==> config.mk <==
export PLATFORM = sky130hd
export DESIGN_NAME = sccb_arbiter
export DESIGN_NICKNAME = d
export VERILOG_FILES = /design/src/rtl/sccb_arbiter.sv
export SDC_FILE = /design/constraint.sdc
export NUM_CORES = 1
export LEC_CHECK = 0
export ABC_AREA = 1
export BUFFER_PORTS_ARGS = -buffer_cell sky130_fd_sc_hd__buf_2
export CELL_PAD_IN_SITES_DETAIL_PLACEMENT = 1
export CELL_PAD_IN_SITES_GLOBAL_PLACEMENT = 2
export CORE_MARGIN = 1.5
export CORE_UTILIZATION = 32
export DETAILED_ROUTE_END_ITERATION = 7
export PLACE_DENSITY = 0.9
export SETUP_SLACK_MARGIN = 0.4
export SYNTH_ARGS = -nofsm -noshare
export SYNTH_HDL_FRONTEND = slang
export SYNTH_SLANG_ARGS = --single-unit
==> constraint.sdc <==
create_clock -name clk -period 2.6 [get_ports clk]
set_input_delay 0.52 -clock clk [delete_from_list [all_inputs] [get_ports clk]]
set_output_delay 0.52 -clock clk [all_outputs]
set_load 0.02 [all_outputs]
==> src/rtl/sccb_arbiter.sv <==
// sccb_arbiter: two-port register-write arbiter for one SCCB master.
// Port 0 has fixed priority; port 1 is guarded against starvation.
module sccb_arbiter #(
  parameter int I2C_ADDR_16    = 0,
  parameter int TIMEOUT_CYCLES = 65535,
  parameter int STARVE_LIMIT   = 4,
  localparam int AW = 8 + 8 * I2C_ADDR_16
) (
  input  logic          clk,
  input  logic          rst_n,
  input  logic          cfg_done,
  input  logic          p0_req,
  input  logic [AW-1:0] p0_addr,
  input  logic [7:0]    p0_data,
  output logic          p0_done,
  input  logic          p1_req,
  input  logic [AW-1:0] p1_addr,
  input  logic [7:0]    p1_data,
  output logic          p1_done,
  output logic          err,
  output logic          sccb_start,
  output logic [AW-1:0] sccb_addr,
  output logic [7:0]    sccb_data,
  input  logic          sccb_ready,
  output logic          busy
);

  typedef enum logic [2:0] {
    IDLE,
    ISSUE,
    WAIT_BUSY,
    WAIT_DONE,
    FINISH
  } state_t;

  localparam logic [15:0] TMO_LAST =
    16'(TIMEOUT_CYCLES - 1);
  localparam logic [3:0] SLIM =
    4'(STARVE_LIMIT);

  state_t        state;
  state_t        state_nx;
  logic          gnt_q;
  logic [AW-1:0] addr_q;
  logic [7:0]    data_q;
  logic [3:0]    starve_q;
  logic [15:0]   tcnt_q;
  logic          abort_q;
  logic          start_nx;

  logic p1_elig;
  logic any_req;
  logic pick_p1;
  logic grant;
  logic waiting;
  logic tmo_hit;

  assign p1_elig = p1_req & cfg_done;
  assign any_req = p0_req | p1_elig;
  assign pick_p1 = p1_elig &
    (~p0_req | (starve_q == SLIM));
  assign grant   = (state == IDLE) & any_req;
  assign waiting = (state == WAIT_BUSY) |
                   (state == WAIT_DONE);
  assign tmo_hit = (tcnt_q == TMO_LAST);

  assign sccb_addr = addr_q;
  assign sccb_data = data_q;

  // State register
  always_ff @(posedge clk or negedge rst_n) begin
    if (!rst_n) state <= IDLE;
    else        state <= state_nx;
  end

  // Next-state logic; a timeout overrides any wait
  always_comb begin
    state_nx = state;
    unique case (state)
      IDLE:
        if (any_req) state_nx = ISSUE;
      ISSUE:
        if (sccb_ready) state_nx = WAIT_BUSY;
      WAIT_BUSY:
        if (tmo_hit)          state_nx = FINISH;
        else if (!sccb_ready) state_nx = WAIT_DONE;
      WAIT_DONE:
        if (tmo_hit || sccb_ready)
          state_nx = FINISH;
      FINISH:
        state_nx = IDLE;
      default:
        state_nx = IDLE;
    endcase
  end

  // Output decode: done/err from FINISH, start request
  always_comb begin
    start_nx = 1'b0;
    p0_done  = 1'b0;
    p1_done  = 1'b0;
    err      = 1'b0;
    busy     = 1'b1;
    unique case (state)
      IDLE:  busy = 1'b0;
      ISSUE: start_nx = sccb_ready;
      FINISH: begin
        p0_done = ~gnt_q;
        p1_done = gnt_q;
        err     = abort_q;
      end
      default: ;
    endcase
  end

  // Registered one-cycle start pulse to the master
  always_ff @(posedge clk or negedge rst_n) begin
    if (!rst_n) sccb_start <= 1'b0;
    else        sccb_start <= start_nx;
  end

  // Latch the winner and its payload at grant time
  always_ff @(posedge clk or negedge rst_n) begin
    if (!rst_n) begin
      gnt_q  <= 1'b0;
      addr_q <= '0;
      data_q <= '0;
    end else if (grant) begin
      unique case (1'b1)
        pick_p1: begin
          gnt_q  <= 1'b1;
          addr_q <= p1_addr;
          data_q <= p1_data;
        end
        !pick_p1: begin
          gnt_q  <= 1'b0;
          addr_q <= p0_addr;
          data_q <= p0_data;
        end
      endcase
    end
  end

  // Count port-0 wins while port 1 waits
  always_ff @(posedge clk or negedge rst_n) begin
    if (!rst_n) begin
      starve_q <= '0;
    end else if (!p1_elig) begin
      starve_q <= '0;
    end else if (grant) begin
      if (pick_p1)
        starve_q <= '0;
      else if (starve_q != 4'd15)
        starve_q <= starve_q + 4'd1;
    end
  end

  // Transaction watchdog and abort flag
  always_ff @(posedge clk or negedge rst_n) begin
    if (!rst_n) begin
      tcnt_q  <= '0;
      abort_q <= 1'b0;
    end else begin
      if (start_nx)
        tcnt_q <= '0;
      else if (waiting && !tmo_hit)
        tcnt_q <= tcnt_q + 16'd1;
      if (grant)
        abort_q <= 1'b0;
      else if (waiting && tmo_hit)
        abort_q <= 1'b1;
    end
  end

endmodule

==> results.json <==
{
  "status": "complete, no violations",
  "crit_arrival_ps": 1350,
  "setup_viol": 0,
  "drt-vias-per-instance": 4.92,
  "cts_tree": "built",
  "dp_hpwl_mm": 5.32,
  "p_per_area_nw_per_um2": 928,
  "finalHoldViolCount": 0,
  "switching_share_pct": 43.5,
  "antenna_found_initial": 0,
  "syn-num-nets": 351,
  "synthTopCellsByArea": "dfrtp_1, nand2_1, o21ai_0",
  "dieArea_um2": 7920,
  "grt_pass1_wl_mm": 11.5,
  "cts_root_buf": "clkbuf_8",
  "first_pass_iters": 4,
  "core_area_um2": 7210,
  "drc": 0,
  "antenna_left": 0,
  "seq_power_share_pct": 37.6,
  "post_cts.resized_instances": 0,
  "first_global_vias": 2356,
  "grt_max_degree": 21,
  "n_antenna_cell": 0,
  "path_max_fanout": 5,
  "synth_largest_area_cell": "dfrtp_1",
  "stdcell_count": 472,
  "slew_headroom_pct": 65.6,
  "fin_crit_sh_pct": 71.9,
  "cts_num_sinks": 42,
  "critical_path.startpoint_type": "register",
  "syn_avg_cell_area_um2": 7.66,
  "ys_ff_latch": 42,
  "post_cts_buffers": 0,
  "hold_path.class": "input port to asynchronous set/reset pin",
  "initial_core_util_pct": 32.8,
  "ff2ff_setup_slack_ps": 870,
  "die_x_um": 89.0,
  "drive_gt1_share_pct": 22.8,
  "p_leak_uw": 0.00142,
  "synthArstFlopShare_pct": 100,
  "ys_seq_area_share_pct": 44.4,
  "ios": 59,
  "p_switching_uw": 1160,
  "synthTopCellsByCount": "nand2_1, dfrtp_1, o21ai_0",
  "yosysWarnings": 0,
  "clock.fmax_mhz": 535,
  "cts_made_buffers": 5,
  "fin_tns_setup_ps": 0,
  "vdd_drop_max_uv": 426,
  "grt.overflow.total": 0,
  "die_h_um": 89.0,
  "h-tree-depth": 2,
  "crit_type": "register to output pin",
  "insertion_delay_ps": 300,
  "clock_power_share_pct": 19.8,
  "final_nets": 414,
  "endpoint_kind": "output pin",
  "maxSlewViolCount": 0,
  "synth_area_um2": 2370,
  "crit_required_ps": 2080,
  "yosysUniqueCellTypes": 28,
  "hold_buffers": 0,
  "tightest_slew_ps": 516,
  "p_int_uw": 1510,
  "wl_per_cell_um": 14.5,
  "place_inst": 464,
  "synth_edf_count": 0,
  "finClkSkew_ps": 7.78,
  "vias": 2321,
  "drv_cap": 0,
  "cts_buffer_depth": 2,
  "io_buffers": 58,
  "rsz0062_at_grt": "false",
  "syn2layout_area_growth_pct": 21.8,
  "synth_flop_cell": "dfrtp_1",
  "totalWireLength_mm": 6.83,
  "grt_util_all_layers_pct": 18.8,
  "holdWs_ps": 186,
  "drt_iter0_drc": 80,
  "final_core_util_pct": 40.0,
  "p_comb_share_pct": 42.6,
  "synth_top_area_share_pct": 44.4,
  "syn_inst": 309,
  "synth_most_common_cell": "nand2_1",
  "rows": 31,
  "min_period_ps": 1870,
  "path_clk_slew_ps": 90,
  "place.gp.congestion": 0.837
}
through the flow:
step / power, uW / setup slack, ps / cell area, um^2
2_1_floorplan: 1800 / 1160 / 2370
3_3_place_gp: 2130 / 726 / 2770
3_5_place_dp: 2170 / 664 / 2770
4_1_cts: 2710 / 691 / 2880
5_1_grt: 2890 / 611 / 2880
6_report: 2680 / 731 / 2880
critical path, cell delays in order (launching register included):
cell and delay, ps:
dfrtp_1 450, inv_1 130, nand3_1 150, nor2_1 130, buf_2 180
power by group through the flow:
stage | clock, uW | combinational [uW] | sequential [uW]
5_1_grt | 568 | 1280 | 1040
3_5_place_dp | 0 | 1160 | 1010
4_1_cts | 544 | 1160 | 1010
2_1_floorplan | 0 | 651 | 1150
3_3_place_gp | 0 | 1120 | 1010
6_report | 528 | 1140 | 1010
per-layer routing:
layer | GRT usage (%) | wire (um)
met1 | 24.5 | 3130
met5 | 0 | 0
met2 | 32.0 | 3320
met4 | 4.20 | 60
met3 | 4.34 | 327
path summary, 6_finish.rpt:
path / start / depth (start not counted) / to
max: state[1]$_DFFE_PN0P_ / 4 / p0_done
max in group asynchronous: rst_n / 2 / sccb_data[7]$_DFFE_PN0P_
min reg2reg: sccb_data[2]$_DFFE_PN0P_ / 2 / sccb_data[2]$_DFFE_PN0P_
max reg2reg: tcnt_q[0]$_DFFE_PN0P_ / 11 / tcnt_q[10]$_DFFE_PN0P_
min: rst_n / 1 / abort_q$_DFFE_PN0P_
min in group clk: p0_addr[1] / 3 / sccb_addr[1]$_DFFE_PN0P_
registers in the layout (all words and copies together) (netlist names):
register	count
sccb_addr	8
starve_q	4
tcnt_q	16
abort_q	1
sccb_start	1
gnt_q	1
sccb_data	8
state	3
final cells by class:
class / count / area [um^2]
Clock buffer: 6 / 72.6
Clock inverter: 2 / 37.5
Fill cell: 960 / 4330
Inverter: 31 / 116
Multi-Input combinational cell: 229 / 1150
Sequential cell: 42 / 1050
Tap cell: 99 / 124
Timing Repair Buffer: 63 / 328
cells in the final DEF (no fill, tap or decap), types with 3 or more instances in the layout:
| cell | instances |
|---|---|
| nand4_1 | 11 |
| o21bai_1 | 4 |
| a21oi_1 | 20 |
| inv_2 | 4 |
| nor2_1 | 27 |
| o21ai_0 | 29 |
| inv_1 | 27 |
| o21ai_1 | 14 |
| nor2_4 | 3 |
| nand3_1 | 21 |
| buf_2 | 58 |
| dfrtp_1 | 42 |
| xor2_1 | 5 |
| clkbuf_8 | 5 |
| nor3_1 | 3 |
| ha_1 | 4 |
| nand2_2 | 4 |
| nand2_1 | 76 |
| buf_4 | 5 |
logic make-up (layout without fill, tap and decap cells):
logic type               count (synthesis)  in the layout  synth area share, %
flip-flops                              42             42                 44.4
AND/OR/NAND/NOR                        149            149                 28.5
XOR/XNOR                                 6              6                 2.22
AO/OA/AOI/OAI                           70             70                 15.9
adder cells (fa/ha/maj)                  4              4                 2.11
buffers and inverters                   38            102                 6.87
(Power assumes the default switching activity.)
